--- config.mk ---
export PLATFORM = sky130hd
export DESIGN_NAME = seg_digit_driver
export DESIGN_NICKNAME = d
export VERILOG_FILES = /design/src/rtl/seg_digit_driver.sv
export SDC_FILE = /design/constraint.sdc
export NUM_CORES = 1
export LEC_CHECK = 0
export BUFFER_PORTS_ARGS = -buffer_cell sky130_fd_sc_hd__buf_2
export CAP_MARGIN = 20
export CORE_MARGIN = 2
export CORE_UTILIZATION = 50
export DETAILED_ROUTE_END_ITERATION = 10
export PLACE_DENSITY_LB_ADDON = 0.08
export SETUP_SLACK_MARGIN = 0.4
export SLEW_MARGIN = 20
export SYNTH_ARGS = -nofsm -noshare
export SYNTH_HDL_FRONTEND = slang
export SYNTH_SLANG_ARGS = --single-unit
--- constraint.sdc ---
create_clock -name I_clk -period 1.8 [get_ports I_clk]
set_input_delay 0.18 -clock I_clk [delete_from_list [all_inputs] [get_ports I_clk]]
set_output_delay 0.18 -clock I_clk [all_outputs]
set_load 0.02 [all_outputs]
--- src/rtl/seg_digit_driver.sv ---
// Seven-segment back-end for a 4-digit panel: double-buffered display value,
// frame-boundary commit, one-cycle anode blank on digit change, optional
// leading-zero suppression. All panel outputs are registered and active-low.
module seg_digit_driver #(
  parameter bit BLANK_LZ_DEFAULT = 1'b1
) (
  input  logic        I_clk,
  input  logic        I_rst,
  input  logic [15:0] I_data,
  input  logic [3:0]  I_dp,
  input  logic        I_load,
  input  logic        I_blank_lz,
  input  logic [1:0]  I_sw,
  input  logic [3:0]  I_ands,
  output logic [6:0]  O_seg,
  output logic        O_dp,
  output logic [3:0]  O_an,
  output logic        O_pending,
  output logic        O_frame
);

  logic [15:0] shadow_data_q;
  logic [3:0]  shadow_dp_q;
  logic [15:0] active_data_q;
  logic [3:0]  active_dp_q;
  logic        pending_q;
  logic [1:0]  sw_q;
  logic        blank_lz_q;

  logic        wrap;
  logic        chg;
  logic [3:0]  nibble;
  logic        lead_zero;
  logic        dp_sel;
  logic [6:0]  seg_d;

  // Frame boundary is only the 3->0 step; any other select change is a plain digit change.
  assign wrap      = (sw_q == 2'd3) && (I_sw == 2'd0);
  assign chg       = (I_sw != sw_q);
  assign O_pending = pending_q;

  // Pick the digit's nibble and decide whether it sits inside a run of leading zeros.
  always_comb begin
    nibble    = active_data_q[15:12];
    lead_zero = 1'b0;
    dp_sel    = active_dp_q[3];
    case (I_sw)
      2'd0: begin
        nibble    = active_data_q[15:12];
        lead_zero = (active_data_q[15:12] == 4'h0);
        dp_sel    = active_dp_q[3];
      end
      2'd1: begin
        nibble    = active_data_q[11:8];
        lead_zero = (active_data_q[15:8] == 8'h00);
        dp_sel    = active_dp_q[2];
      end
      2'd2: begin
        nibble    = active_data_q[7:4];
        lead_zero = (active_data_q[15:4] == 12'h000);
        dp_sel    = active_dp_q[1];
      end
      default: begin
        // Rightmost digit always shows, so zero displays as a single "0".
        nibble    = active_data_q[3:0];
        lead_zero = 1'b0;
        dp_sel    = active_dp_q[0];
      end
    endcase
  end

  // Hex decode to active-low {a..g}, or all-off when suppressed as a leading zero.
  always_comb begin
    seg_d = 7'h7F;
    if (!(blank_lz_q && lead_zero)) begin
      case (nibble)
        4'h0: seg_d = 7'h01;
        4'h1: seg_d = 7'h4F;
        4'h2: seg_d = 7'h12;
        4'h3: seg_d = 7'h06;
        4'h4: seg_d = 7'h4C;
        4'h5: seg_d = 7'h24;
        4'h6: seg_d = 7'h20;
        4'h7: seg_d = 7'h0F;
        4'h8: seg_d = 7'h00;
        4'h9: seg_d = 7'h04;
        4'hA: seg_d = 7'h08;
        4'hB: seg_d = 7'h60;
        4'hC: seg_d = 7'h31;
        4'hD: seg_d = 7'h42;
        4'hE: seg_d = 7'h30;
        default: seg_d = 7'h38;
      endcase
    end
  end

  // Buffer management and registered panel outputs.
  always_ff @(posedge I_clk or posedge I_rst) begin
    if (I_rst) begin
      shadow_data_q <= 16'h0000;
      shadow_dp_q   <= 4'h0;
      active_data_q <= 16'h0000;
      active_dp_q   <= 4'h0;
      pending_q     <= 1'b0;
      sw_q          <= 2'd0;
      blank_lz_q    <= BLANK_LZ_DEFAULT;
      O_seg         <= 7'h7F;
      O_dp          <= 1'b1;
      O_an          <= 4'hF;
      O_frame       <= 1'b0;
    end else begin
      sw_q       <= I_sw;
      blank_lz_q <= I_blank_lz;

      if (I_load) begin
        shadow_data_q <= I_data;
        shadow_dp_q   <= I_dp;
      end

      if (wrap) begin
        // A load landing on the boundary bypasses the shadow so it is not a frame late.
        if (I_load) begin
          active_data_q <= I_data;
          active_dp_q   <= I_dp;
        end else if (pending_q) begin
          active_data_q <= shadow_data_q;
          active_dp_q   <= shadow_dp_q;
        end
        pending_q <= 1'b0;
      end else if (I_load) begin
        pending_q <= 1'b1;
      end

      O_seg   <= seg_d;
      O_dp    <= ~dp_sel;
      O_an    <= chg ? 4'hF : I_ands;
      O_frame <= wrap;
    end
  end

endmodule

==> impl_metrics.env, run 1 <==
export IMPL_drv_slew=0
export IMPL_min_to="O_an[3]"
export IMPL_grt_max_degree=36
export IMPL_p_total_mw=4.38
export IMPL_fin_nets=287
export IMPL_routabilityCongestion=0.799
export IMPL_drtIter0Drc=29
export IMPL_worstSetupEndpointType="flip-flop"
export IMPL_grt_overflow_total=0
export IMPL_initial_core_util_pct=51.2
export IMPL_synth_top_area_share_pct=42.4
export IMPL_slew_headroom_pct=65.3
export IMPL_grt_antenna_before_repair=0
export IMPL_port_buffers=43
export IMPL_ys_seq_area_share_pct=55.5
export IMPL_numCtsBuffers=9
export IMPL_core_mm2=0.00507
export IMPL_syn2layout_area_growth_pct=32.9
export IMPL_reg2reg_depth=6
export IMPL_violations="negative setup slack"
export IMPL_die_h_um=76.1
export IMPL_period_needed_ns=1.82
export IMPL_syn_mean_instance_area_um2=14.9
export IMPL_rsz0062_at_grt="true"
export IMPL_grt_pass1_wl_um=8690
export IMPL_ios=44
export IMPL_pre_cts_ws_ns=-0.0407
export IMPL_max_freq_mhz=550
export IMPL_path_class="flip-flop to flip-flop"
export IMPL_clkLatencyLatePin_ns=0.34
export IMPL_dp_hpwl_um=3600
export IMPL_drv_cap=0
export IMPL_min_from="I_ands[3]"
export IMPL_fin_ws_ns=-0.0192
export IMPL_startpoint="active_data_q[12]"
export IMPL_detail_route_wl_per_cell_um=15.9
export IMPL_dp_cells=297
export IMPL_final_cell_mix="44 x dfrtp_1, 43 x buf_2, 34 x mux2_2"
export IMPL_cellPowerDensity_mw_per_mm2=1270
export IMPL_cts_root_buffer="clkbuf_8"
export IMPL_yosys_area_top_type="dfrtp_1"
export IMPL_peakVddDrop_mv=0.554
export IMPL_drc=0
export IMPL_yosysWarnings=0
export IMPL_r2r_end="O_seg[6]"
export IMPL_crit_fanout=5
export IMPL_critPathLaunchType="flip-flop"
export IMPL_worstHoldPathCells=2
export IMPL_hp_class="primary input to flip-flop"
export IMPL_clk_path_buf_depth=2
export IMPL_dr_pass1_iters=5
export IMPL_clk_pin_slew_worst_paths_ns=0.07
export IMPL_wirelength_um=5200
export IMPL_final_core_util_pct=68.0
export IMPL_rows=26
export IMPL_die_area_mm2=0.00579
export IMPL_synth_fp_nets=210
export IMPL_grtUsageTotal_pct=19.4
export IMPL_ys_ff_latch=57
export IMPL_regToRegStartpoint="active_data_q[12]"
export IMPL_critPathRequiredTime_ns=2.05
export IMPL_outcome="finished, violations left"
export IMPL_antenna_cells=0
export IMPL_p_leak_nw=1.57
export IMPL_clock_sinks=57
export IMPL_grt_pass1_vias=1783
export IMPL_ys_top_cells_by_area="dfrtp_1 42%, mux2_2 19%, dfstp_2 13%"
export IMPL_die_x_um=76.1
export IMPL_drive_above_1_share_pct=67.2
export IMPL_final_common_cell="dfrtp_1"
export IMPL_via_per_inst=5.14
export IMPL_skew_ns=0.0104
export IMPL_hold_viol_final=0
export IMPL_routed_via_count=1677
export IMPL_cts_tree="done"
export IMPL_r2r_slack_ns=-0.02
export IMPL_critical_path_arrival_ns=2.06
export IMPL_worstMarginPinSlew_ns=0.520
export IMPL_synth_cells=174
export IMPL_netlist_area_mm2=0.00260
export IMPL_htreeDepth=3
export IMPL_synth_cell_types=36
export IMPL_hold_slack_ns=0.0396
export IMPL_finalNonFillerCells=326
export IMPL_ant_nets=0
export IMPL_period_share_pct=101
export IMPL_finalSetupViolations=1
export IMPL_fillers=391
-- final cells by class --
cell class	count	area, um2	share of cell area [%]
clock buffers	10	128	3.70
repair buffers	73	485	14.1
well taps	70	87.6	2.54
flip-flops and latches	57	1440	41.8
clock inverters	6	58.8	1.70
multi-input cells	104	1220	35.4
inverters	6	28.8	0.834
-- worst max-delay path, stage by stage, from the launching register on --
cell	delay [ns]
dfrtp_1	0.40
mux4_2	0.55
inv_4	0.13
ha_4	0.14
and3b_1	0.17
o21a_1	0.17
o31ai_2	0.18
-- registers in the layout, indices dropped and copies added, names as in the netlist --
register       flops
active_dp_q        4
active_data_q     16
shadow_dp_q        4
O_dp               1
sw_q               2
blank_lz_q         1
O_frame            1
O_an               4
shadow_data_q     16
O_pending          1
O_seg              7
-- power breakdown --
part           internal, mW  switching [mW]  total, mW  leakage, nW
sequential             1.60           0.135       1.74        0.658
combinational         0.796           0.709       1.50        0.815
clock                 0.631           0.508       1.14       0.0998
total                  3.03            1.35       4.38         1.57
-- synthesized netlist by cell type (all sizes together) --
cell type,instances
o21a,1
mux2i,7
nor4,1
nor2,4
nand2,4
mux4,6
o311ai,3
nand3,1
ha,6
or3,5
and2,1
o21ai,2
xor2,6
buf,5
nor3,3
clkbuf,2
inv,6
nand3b,1
and3b,1
mux2,44
or4,2
o22ai,1
dfstp,13
o31ai,1
o221ai,1
a211o,1
dfrtp,44
a21oi,2
-- worst max-delay path by stage --
| stage | end | slack, ns |
|---|---|---|
| 2_1_floorplan | O_seg[6] | 0.08 |
| 3_3_place_gp | O_seg[6] | 0.002 |
| 3_5_place_dp | O_seg[6] | -0.04 |
| 4_1_cts | O_seg[6] | 0.002 |
| 5_1_grt | O_seg[6] | -0.08 |
| 6_report | O_seg[6] | -0.02 |
-- cells by family after synthesis --
family	count (synthesis)	synth area share, %
muxes	57	27.9
DFF	57	55.5
and+or+nand+nor	23	5.30
buffers and inverters	13	3.03
AOI/OAI and AO/OA	12	3.32
xor gates and xnor gates	6	2.02
adders and majority gates	6	2.89
-- metrics by stage --
stage	TNS (ns)	cell area [um2]
6_report	-0.0192	3450
5_1_grt	-0.214	3450
4_1_cts	0	3310
3_5_place_dp	-0.0407	3020
3_3_place_gp	0	3020
2_1_floorplan	0	2620
-- repair_timing --
item / CTS / global route
pin swaps: 3 / 5
gates resized for setup: 13 / 21
hold buffers: 2 / 0
endpoints found under the setup margin: 23 / 23
hold endpoints to repair: 22 / 0
buffers inserted: 4 / 7
-- per-layer routing --
layer	routed length, um	GRT usage, %	part of all wire (%)	vias up
met4	102	9.27	2.0	0
met1	2250	24.0	43	835
met3	228	4.98	4.4	8
met5	0	0	0	-
met2	2620	32.1	50	46
li1	-	-	-	788
(Power assumes the default switching activity.)
==> run 2: changes to the inputs <==
--- a/config.mk
+++ b/config.mk
@@ -5,6 +5,7 @@
 export SDC_FILE = /design/constraint.sdc
 export NUM_CORES = 1
 export LEC_CHECK = 0
+export ABC_AREA = 1
 export BUFFER_PORTS_ARGS = -buffer_cell sky130_fd_sc_hd__buf_2
 export CAP_MARGIN = 20
 export CORE_MARGIN = 2
==> run 2 against run 1 <==
Effect of this change: wire length shrank 2.9%; highest routed layer unchanged; critical endpoint is now O_seg[3]; critical path type unchanged; the flow now finishes without violations; via count grew 23%; combinational power shrank 51%; design area shrank 7.8%; largest cell class unchanged.
==> impl_metrics.env, run 2 <==
export IMPL_routed_via_count=2058
export IMPL_grtUsageTotal_pct=19.4
export IMPL_synth_most_common_cell="nand2_1"
export IMPL_finalSetupViolations=0
export IMPL_antenna_cells=0
export IMPL_grt_pass1_vias=2020
export IMPL_worstSetupEndpointType="flip-flop"
export IMPL_dp_cells=418
export IMPL_top_regs="active_data_q x16, shadow_data_q x16, O_seg x7"
export IMPL_globalRouteMet3Util_pct=5.21
export IMPL_die_area_mm2=0.00580
export IMPL_core_mm2=0.00507
export IMPL_finalSetupTns_ns=0
export IMPL_drc=0
export IMPL_p_leak_nw=1.69
export IMPL_period_share_pct=79.7
export IMPL_crit_fanout=3
export IMPL_hold_viol_final=0
export IMPL_syn_mean_instance_area_um2=8.40
export IMPL_slew_headroom_pct=66.2
export IMPL_ys_seq_area_share_pct=55.4
export IMPL_initial_core_util_pct=51.3
export IMPL_port_buffers=43
export IMPL_dr_pass1_iters=4
export IMPL_synth_common_cells="127 x nand2_1, 44 x dfrtp_1, 34 x inv_1"
export IMPL_drv_cap=0
export IMPL_fillers=476
export IMPL_cellPowerDensity_mw_per_mm2=1100
export IMPL_async_flop_share_pct=100
export IMPL_wirelength_um=5050
export IMPL_synth_cells=310
export IMPL_grt_busiest_layer="met2"
export IMPL_drive_above_1_share_pct=27.6
export IMPL_use_met1_pct=24.0
export IMPL_die_h_um=76.1
export IMPL_grt_antenna_before_repair=0
export IMPL_cts_root_buffer="clkbuf_8"
export IMPL_critPathSlowestCell="dfrtp_1"
export IMPL_cp_cell_sequence="o21ai_2, nand3_2, nand2_2, inv_1, ha_1, nand3_1, nand2_1, nand2_1, nand3_1"
export IMPL_grt_overflow_total=0
export IMPL_ys_top_cells_by_area="dfrtp_1 42%, nand2_1 18%, dfstp_2 13%"
export IMPL_ys_ff_latch=57
export IMPL_final_common_cell="nand2_1"
export IMPL_peakVddDrop_mv=0.535
export IMPL_p_clk_share_pct=33.6
export IMPL_regToRegStartpoint="active_data_q[9]"
export IMPL_intPower_mw=2.49
export IMPL_fin_nets=402
export IMPL_detail_route_wl_per_cell_um=11.5
export IMPL_grt_pass1_wl_um=8900
export IMPL_syn2layout_area_growth_pct=22.3
export IMPL_synth_fp_nets=346
export IMPL_ios=44
export IMPL_ant_nets=0
export IMPL_die_x_um=76.1
export IMPL_yosysWarnings=0
export IMPL_worstMarginPinSlew_ns=0.506
export IMPL_synth_ff_type="dfrtp_1"
export IMPL_dp_hpwl_um=3470
export IMPL_period_needed_ns=1.43
export IMPL_outcome="finished, final reports clean"
export IMPL_clk_path_buf_depth=2
export IMPL_r2r_slack_ns=0.37
export IMPL_htreeDepth=3
export IMPL_rsz0062_at_grt="true"
export IMPL_hp_class="primary input to flip-flop"
export IMPL_slowest_delay_ns=0.39
export IMPL_synth_cell_types=28
export IMPL_combinationalPowerShare_pct=20.8
export IMPL_cts_tree="done"
export IMPL_worst_path_buf_inv=1
export IMPL_skew_ns=0.00707
export IMPL_p_seq_share_pct=45.7
export IMPL_numCtsBuffers=9
export IMPL_clk_pin_slew_worst_paths_ns=0.06
export IMPL_critical_path_arrival_ns=1.69
export IMPL_routabilityCongestion=0.832
export IMPL_drtIter0Drc=122
export IMPL_synth_edff_count=0
export IMPL_path_class="flip-flop to flip-flop"
export IMPL_netlist_area_mm2=0.00260
export IMPL_p_sw_mw=1.01
export IMPL_use_met2_pct=31.4
export IMPL_clkLatencyLatePin_ns=0.33
export IMPL_grt_max_degree=41
export IMPL_min_from="I_ands[3]"
export IMPL_critPathLaunchType="flip-flop"
export IMPL_worst_path_dominant_cell_family="simple AND/OR/NAND/NOR gates"
export IMPL_startpoint="active_data_q[9]"
export IMPL_rows=26
export IMPL_final_cell_mix="125 x nand2_1, 44 x dfrtp_1, 43 x buf_2"
export IMPL_drv_slew=0
export IMPL_yosys_area_top_type="dfrtp_1"
export IMPL_via_per_inst=4.68
export IMPL_max_freq_mhz=697
export IMPL_critPathRequiredTime_ns=2.06
export IMPL_swShare_pct=28.9
export IMPL_clock_sinks=57
export IMPL_finalNonFillerCells=440
export IMPL_synth_top_area_share_pct=42.3
run 2: per-layer routing:
layer  vias up  wire length, um
met4         0              133
met3        14              259
met2        53             2300
met1       913             2350
li1       1078                -
met5         -                0
run 2: power by group through the flow:
stage / Sequential (mW) / Clock [mW] / Combinational, mW
after floorplan: 1.69 / 0 / 0.416
after global placement: 1.62 / 0 / 0.666
after detailed placement: 1.62 / 0 / 0.674
after CTS: 1.60 / 1.20 / 0.704
after global routing: 1.62 / 1.27 / 0.833
final: 1.60 / 1.18 / 0.729
run 2: final timing paths:
kind,end,cells after the start
min in group asynchronous,shadow_data_q[10],3
max in group asynchronous,O_an[1],4
worst max register to register,O_seg[3],9
worst min register to register,O_dp,1
worst max-delay path,O_seg[3],9
worst min-delay path,O_an[3],3
run 2: per-stage QoR:
| stage | hold slack [ns] | area, um2 | utilization [%] | worst slack (ns) | total power, mW |
|---|---|---|---|---|---|
| 2_1_floorplan | 0.184 | 2610 | - | 0.434 | 2.10 |
| 3_3_place_gp | 0.243 | 2900 | 57.1 | 0.246 | 2.29 |
| 3_5_place_dp | 0.241 | 2900 | 57.1 | 0.196 | 2.30 |
| 4_1_cts | 0.0247 | 3140 | 61.9 | 0.394 | 3.51 |
| 5_1_grt | 0.0354 | 3180 | 62.7 | 0.272 | 3.72 |
| 6_report | 0.0376 | 3180 | 62.7 | 0.366 | 3.51 |
run 2: repair_timing:
item / CTS / global route
hold buffers: 2 / 0
pin swaps: 4 / 6
setup endpoints to repair: 5 / 27
resized for setup: 4 / 7
endpoints found under the hold margin: 19 / 0
buffers inserted: 3 / 2
run 2: area by class of cell:
class	count	area (um2)	share of cell area, %
flip-flops and latches	57	1440	45.3
repair buffers	55	330	10.4
inverters	38	146	4.60
clock inverters	3	40.0	1.26
multi-input cells	205	981	30.8
well taps	70	87.6	2.75
clock buffers	12	155	4.87
run 2: logic make-up (layout without fill, tap and decap cells):
kind of cell | after synthesis | in the layout | share of synthesized area [%]
AOI/OAI and AO/OA | 30 | 30 | 6.30
adders and majority gates | 6 | 6 | 2.88
buffers and inverters | 48 | 108 | 7.88
DFF | 57 | 57 | 55.4
and+or+nand+nor | 169 | 169 | 27.5
run 2: worst register-to-register path: cells and delay by family (launching register included):
family          cells  cell delay [ns]
simple gates        6             0.49
fa+ha+maj           1             0.27
buf+inv             1             0.06
compound gates      1             0.15
flops               1             0.39
